--- src/rtl/dct_da_pkg.sv ---
// dct_da_pkg: shared widths, state encoding and slice-counter sizing for the DA Z-row engines
package dct_da_pkg;
  localparam int IN_W      = 16;
  localparam int COEF_W    = 16;
  localparam int COEF_FRAC = 14;
  localparam int ACC_W     = COEF_W + IN_W + 2;
  localparam int K_W       = $clog2(IN_W);
  typedef enum logic [1:0] {IDLE, RUN, OFFS, DONE} state_e;
endpackage

--- src/rtl/da_slice_fold.sv ---
// da_slice_fold: maps a 4-bit DA slice onto the half-size offset-binary ROM via symmetry
module da_slice_fold (
  input  logic [3:0] slice,
  output logic [2:0] addr,
  output logic       neg
);
  // x0 bit set selects the mirrored half: complement the address and negate the word
  always_comb begin
    neg  = slice[0];
    addr = slice[0] ? ~{slice[1], slice[2], slice[3]} : {slice[1], slice[2], slice[3]};
  end
endmodule

--- src/rtl/dct_da_z5_engine.sv ---
// dct_da_z5_engine: bit-serial DA engine for DCT output Z5 (optional rounding via DA_ROUND_EN)
module dct_da_z5_engine
  import dct_da_pkg::*;
(
  input  logic                     clk,
  input  logic                     rst_n,
  input  logic                     in_valid,
  output logic                     in_ready,
  input  logic [IN_W-1:0]          x0,
  input  logic [IN_W-1:0]          x1,
  input  logic [IN_W-1:0]          x2,
  input  logic [IN_W-1:0]          x3,
  output logic                     rom_cs,
  output logic [2:0]               rom_addr,
  input  logic [COEF_W-1:0]        rom_data,
  output logic signed [ACC_W-1:0]  y,
  output logic                     out_valid,
  input  logic                     out_ready
);
  state_e                   state_q;
  logic                     sync_q;
  logic [K_W-1:0]           k_q;
  logic [IN_W-1:0]          x_q [4];
  logic signed [ACC_W-1:0]  acc_q, acc_d, rom_ext, f;
  logic [2:0]               f_addr;
  logic                     f_neg;
  logic                     out_valid_q;

  da_slice_fold u_fold (
    .slice({x_q[3][k_q], x_q[2][k_q], x_q[1][k_q], x_q[0][k_q]}),
    .addr (f_addr),
    .neg  (f_neg)
  );

  // ROM drive, folded slice value and Horner-style shift-accumulate (MSB slice carries negative weight)
  always_comb begin
    in_ready  = sync_q && state_q == IDLE;
    out_valid = out_valid_q;
    rom_cs    = state_q == RUN || state_q == OFFS;
    rom_addr  = state_q == RUN ? f_addr : 3'b000;
    rom_ext   = {{(ACC_W-COEF_W){rom_data[COEF_W-1]}}, rom_data};
    f         = f_neg ? -rom_ext : rom_ext;
    acc_d     = state_q == RUN  ? (k_q == K_W'(IN_W-1) ? -f : (acc_q <<< 1) + f) :
                state_q == OFFS ? acc_q + rom_ext : acc_q;
  end

`ifdef DA_ROUND_EN
  logic signed [ACC_W-1:0] rnd;
  // round half up to integer, saturate to 16 bits, present only while DONE
  always_comb begin
    rnd = (acc_q + (ACC_W'(1) <<< (COEF_FRAC-1))) >>> COEF_FRAC;
    y   = state_q != DONE        ? '0 :
          rnd > ACC_W'(32767)    ? ACC_W'(32767) :
          rnd < -ACC_W'(32768)   ? -ACC_W'(32768) : rnd;
  end
`else
  // full-precision Q.14 result, present only while DONE so partial sums never leak
  always_comb y = state_q == DONE ? acc_q : '0;
`endif

  // control FSM: reset sync, sample latch, slice countdown, result handshake
  always_ff @(posedge clk or negedge rst_n) begin
    if (!rst_n) begin
      state_q     <= IDLE;
      sync_q      <= 1'b0;
      k_q         <= '0;
      acc_q       <= '0;
      out_valid_q <= 1'b0;
      x_q         <= '{default: '0};
    end else begin
      sync_q <= 1'b1;
      acc_q  <= acc_d;
      case (state_q)
        IDLE: if (in_valid && in_ready) begin
          x_q     <= '{x0, x1, x2, x3};
          k_q     <= K_W'(IN_W-1);
          state_q <= RUN;
        end
        RUN: begin
          k_q <= k_q - 1'b1;
          if (k_q == '0) state_q <= OFFS;
        end
        OFFS: begin
          state_q     <= DONE;
          out_valid_q <= 1'b1;
        end
        DONE: if (out_ready) begin
          state_q     <= IDLE;
          out_valid_q <= 1'b0;
        end
        default: state_q <= IDLE;
      endcase
    end
  end
endmodule

--- config.mk ---
export PLATFORM = sky130hd
export DESIGN_NAME = dct_da_z5_engine
export DESIGN_NICKNAME = d
export VERILOG_FILES = /design/src/rtl/dct_da_pkg.sv /design/src/rtl/da_slice_fold.sv /design/src/rtl/dct_da_z5_engine.sv
export SDC_FILE = /design/constraint.sdc
export NUM_CORES = 1
export LEC_CHECK = 0
export CORE_UTILIZATION = 38
export DETAILED_ROUTE_END_ITERATION = 6
export GPL_ROUTABILITY_DRIVEN = 0
export HOLD_SLACK_MARGIN = 0.08
export PLACE_DENSITY = 0.7
export RECOVER_POWER = 50
export SYNTH_ARGS = -nofsm -noshare
export SYNTH_HDL_FRONTEND = slang
export SYNTH_SLANG_ARGS = --single-unit
--- constraint.sdc ---
create_clock -name clk -period 7.6 [get_ports clk]
set_input_delay 2.28 -clock clk [delete_from_list [all_inputs] [get_ports clk]]
set_output_delay 2.28 -clock clk [all_outputs]
set_load 0.03 [all_outputs]
# Word-level counts from Yosys, hierarchy flattened
# Cells that the tools add are included.
[totals] register_bits=106 input_bits=84 elab_cells=58
[classes] addsub=5 n_lt_le_gt_ge=1 eq_ne=7 n_mux=23 bitwise=1 reduce_logical=12
[ops] op="two-way mux 34 bit" count=5
[ops] op="adder 34 x 16 -> 34 bit" count=1
[ops] op="adder 34 bit" count=1
[ops] op="negation 16 -> 34 bit" count=1
[ops] op="negation 34 bit" count=1
[ops] op="binary-select mux 1 bit (select 4 bit)" count=4
[ops] op="case mux 2 bit (4 select lines)" count=1
[ops] op="case mux 4 bit (2 select lines)" count=1
[ops] op="two-way mux 2 bit" count=3
[ops] op="two-way mux 3 bit" count=2
[ops] op="AND reduction 2 bit" count=3
[ops] op="nonzero test 2 bit" count=3
[ops] op="< comparator 4 x 5 -> 1 bit, second input constant" count=1
[ops] op="two-way mux 1 bit" count=5
[ops] op="equality test 2 bit, second input constant" count=2
[ops] op="equality test 4 bit, second input constant" count=1
[ops] op="zero test 4 bit" count=1
[ops] op="two-way mux 4 bit" count=1
[ops] op="inequality test 2 x 1 -> 1 bit, second input constant" count=2
[ops] op="subtractor 4 x 1 -> 4 bit, second input constant" count=1
[ops] op="inverter 3 bit" count=1
[ops] op="AND reduction 3 bit" count=1
[ops] op="equality test 2 x 1 -> 1 bit, second input constant" count=1
[ops] op="logical AND 1 bit" count=2
[ops] op="other kinds (4)" count=4

# Longest topological paths before layout
[logic_depth] depth_word=6 ltp_mapped=21 depth_no_buf=18

# Cells and area by module
# Synthesis repeated with hierarchy kept, for this count alone.
[hier_totals] hier_cells=1103 area_unflattened_um2=9786.9
[by_module_without_submodules] module="dct_da_z5_engine" instances=1 cells_per_inst=1099 area_each_um2=9753.1
[by_module_without_submodules] module="da_slice_fold" instances=1 cells_per_inst=4 area_each_um2=33.8

# Worst setup path before layout
# Ideal clock, no wire load.
[synth_path] kind="input to register" start="input rom_data[0]" end="register acc_q[33]" t_arrival_ns=6.524 required_ns=7.461 setup_slack_ns=0.937 cell_stages=21 cell_sequence="clkbuf_1 > inv_1 > ha_1 > buf_4 > or4b_1 > buf_2 > nor3_1 > and2_1 > nand2_1 > ha_1 > a21oi_1 > ha_1 > a21o_1 > a221oi_1 > o311ai_0 > nor3b_1 > o31ai_1 > a311oi_1 > mux2i_1 > mux2i_1 > o221ai_1"
[synth_between] elab_chain_len=5
[synth_lines] element="start: declaration" line="dct_da_z5_engine.sv:15" text="input logic [COEF_W-1:0] rom_data,"
[synth_lines] element="negation 16 -> 34 bit" line="dct_da_z5_engine.sv:42" text="f = f_neg ? -rom_ext : rom_ext;"
[synth_lines] element="two-way mux 34 bit" line="dct_da_z5_engine.sv:42"
[synth_lines] element="adder 34 bit / negation 34 bit (equally long branches)" line="dct_da_z5_engine.sv:43" text="acc_d = state_q == RUN ? (k_q == K_W'(IN_W-1) ? -f : (acc_q <<< 1) + f) :"
[synth_lines] element="two-way mux 34 bit" line="dct_da_z5_engine.sv:43"
[synth_lines] element="two-way mux 34 bit (*)" line="dct_da_z5_engine.sv:43"
[synth_lines] element="end signal: assignment" line="dct_da_z5_engine.sv:67" text="acc_q <= '0;"
[synth_lines] element="end signal: assignment" line="dct_da_z5_engine.sv:72" text="acc_q <= acc_d;"
[synth_lines] element="end: declaration" line="dct_da_z5_engine.sv:24" text="logic signed [ACC_W-1:0] acc_q, acc_d, rom_ext, f;"
# Every way passes the cells marked *; elsewhere a longest branch is shown, timed or not. The select of a mux whose other input is x is not followed.
# A chain may end at the register's enable or synchronous reset.

# Final worst setup path
[layout_path] start="input rom_data[1]" end="register acc_q[26]"
# The elaborated chain is that of the path after synthesis.

==> results.md <==
* Cell variety after synth at 87
* Status: complete, but fails checks
* Detailed-route via count at 9401
* Count leader, synth: dfrtp_1
* Worst Path Required at 7.85 ns
* Syn. warnings at 0
* Area contributors post-synth: dfrtp_1, ha_1, mux2_2
* GRT Util Overall at 0.221
* WL/cell at 18.4 um
* Met3 WL at 2250 um
* H-tree depth at 3
* Setup bufs post-CTS at 0
* Num ports at 124
* Vias in the first global route at 8851
* Fmax at 0.143 GHz
* Die area at 0.0273 mm^2
* Tcrit/Tclk final at 0.917
* Least-Margin Pin Slew at 3.49 ns
* Vias per inst at 5.89
* Filler cells at 2586
* Area occupied by multi-input gates at 0.00711 mm^2
* Final Max Slew Viols at 177
* Mapped Avg Cell Area at 8.77 um^2
* Syn_nets at 1318
* CTS clk-pin slew, worst paths at 0.08 ns
* Initial antenna violation count at 0
* Violated checks: design-rule violations, max-capacitance violations, max-slew violations
* DR pass1 iterations at 7
* Share of cells above drive strength 1 at 0.116
* Final Hold Vio Count at 0
* Mapped Cells at 1156
* DRC viols at 6
* Skew-Pair Late Insertion Delay at 0.37 ns
* Clk root buf: clkbuf_16
* Max Cap Viol at 3
* ANT nets after route at 0
* Post-synth EDFFs at 0
* Chip height at 165 um
* DPL Wire Length at 22400 um
* Metal2 WL at 13600 um
* Final net count at 1419
* R2R setup slack at 1.99 ns
* Diodes inserted at 0
* FP Rows at 59
* Layout Skew at 0.0139 ns
* Met1 WL at 12800 um
* Port Buffers at 123
* Grt total ovfl at 0
* RSZ-0062 raised after global routing: false
* CTS tree: yes
* Highest Signal Layer: met4
* Area grow syn2layout at 18.4%
* List of most frequent post-synthesis cells: dfrtp_1, nor2_1, a21oi_1
* Min Tclk post-route at 6.97 ns
* Largest area contributor in the netlist: dfrtp_1
* Synth Cell Area at 0.0101 mm^2
* Post-CTS Resized at 0
* First-iteration detailed-routing DRC count at 781
* Initial Util at 0.388
* First-pass GRT wire length at 47100 um
* WL final at 29300 um
* Critical Path Source Type: input pin
* Seq. cell area at 0.00265 mm^2
* Die Wd at 165 um
* Core area at 0.0261 mm^2
* Setup CP Type: in -> reg
* Critical path endpoint category: register
* Hold buffers post-CTS at 0
* Post-synth ARST share at 1.00
* Largest net degree at the start of global routing at 68
* Final setup fails at 0
* Seq/Total Area, Yosys at 0.262
* TritonCTS buffer count at 9
* Hold WC Path Type: reg -> reg
* Setup TNS at 0 ns
* Top cell type's share of synthesized area at 0.262
* Synthesis-stage register bit count at 106
* Top_reg_cell synth: dfrtp_1
* CP arrival at 7.22 ns
* Worst-case clock buffer depth at 2
* Max_slew headroom at -1.32
* Crit-path max FO at 6
* CTS Sinks at 106
-- final timing paths --
check,start,endpoint,depth (start not counted)
max,rom_data[1],acc_q[26],19
min,x_q[48],x_q[48],1
max reg2reg,k_q[0],acc_q[26],16
min reg2reg,x_q[48],x_q[48],1
max in group asynchronous,rst_n,x_q[58],2
min in group asynchronous,rst_n,x_q[18],1
-- worst max-delay path: stages --
cell and delay [ns]:
clkdlybuf4s50_1 0.52, inv_1 0.17, ha_1 0.18, or4b_1 0.49
buf_4 0.19, nor4_1 0.25, and4b_1 0.26, o21a_1 0.19
or2_2 0.32, ha_1 0.35, nand4_1 0.19, nor3_1 0.10
a32o_1 0.26, o21bai_1 0.21, o211ai_1 0.36, a21boi_0 0.18
or3_1 0.33, a311oi_1 0.30, o2bb2ai_1 0.11
-- cells by family (layout without fill, tap and decap cells) --
logic type | Yosys count | after routing | share of synthesized area
and+or+nand+nor | 342 | 342 | 0.172
adders and majority gates | 78 | 78 | 0.0978
AOI/OAI and AO/OA | 358 | 358 | 0.236
xor gates and xnor gates | 75 | 75 | 0.0648
buffers and inverters | 93 | 198 | 0.0370
DFF | 106 | 106 | 0.262
muxes | 103 | 103 | 0.129
other | 1 | 1 | 0.000370
-- area by class of cell --
type / instances / share of cell area
multi-input cells: 957 / 0.592
flip-flops and latches: 106 / 0.221
repair buffers: 149 / 0.117
well taps: 335 / 0.0349
clock buffers: 9 / 0.0188
inverters: 34 / 0.0106
clock inverters: 6 / 0.00500
-- metal layers --
metal | track usage | vias to the layer above
li1 | - | 4507
met1 | 0.289 | 4502
met2 | 0.360 | 348
met3 | 0.0539 | 44
met4 | 0.0632 | 0
met5 | 0 | -
-- cell usage in the layout (no fill, tap or decap), drive strengths merged, types with 40 or more instances in the layout --
| cell type | Yosys | layout |
|---|---|---|
| a21o | 41 | 41 |
| a21oi | 91 | 91 |
| clkdlybuf4s50 | 0 | 120 |
| dfrtp | 106 | 106 |
| ha | 76 | 76 |
| mux2 | 70 | 70 |
| nand2 | 64 | 64 |
| nor2 | 101 | 101 |
| o21ai | 68 | 68 |
| xnor2 | 40 | 40 |
-- state kept, by name, indices dropped and copies added, names as in the netlist --
signal	cells
acc_q	34
x_q	64
out_valid	1
sync_q	1
k_q	4
state_q	2
-- per-stage QoR --
stage	util	worst slack (ns)	instance area [um^2]	cells	hold WS (ns)
2_1_floorplan	-	0.937	10100	1156	0.474
3_3_place_gp	0.449	0.512	11700	1581	0.483
3_5_place_dp	0.449	0.332	11700	1581	0.489
4_1_cts	0.460	0.709	12000	1596	0.507
5_1_grt	0.459	0.320	12000	1596	0.519
6_report	0.459	0.631	12000	1596	0.507
Power is not shown: default switching activity piles up to over one toggle a cycle in this logic, so the estimate is an artifact.
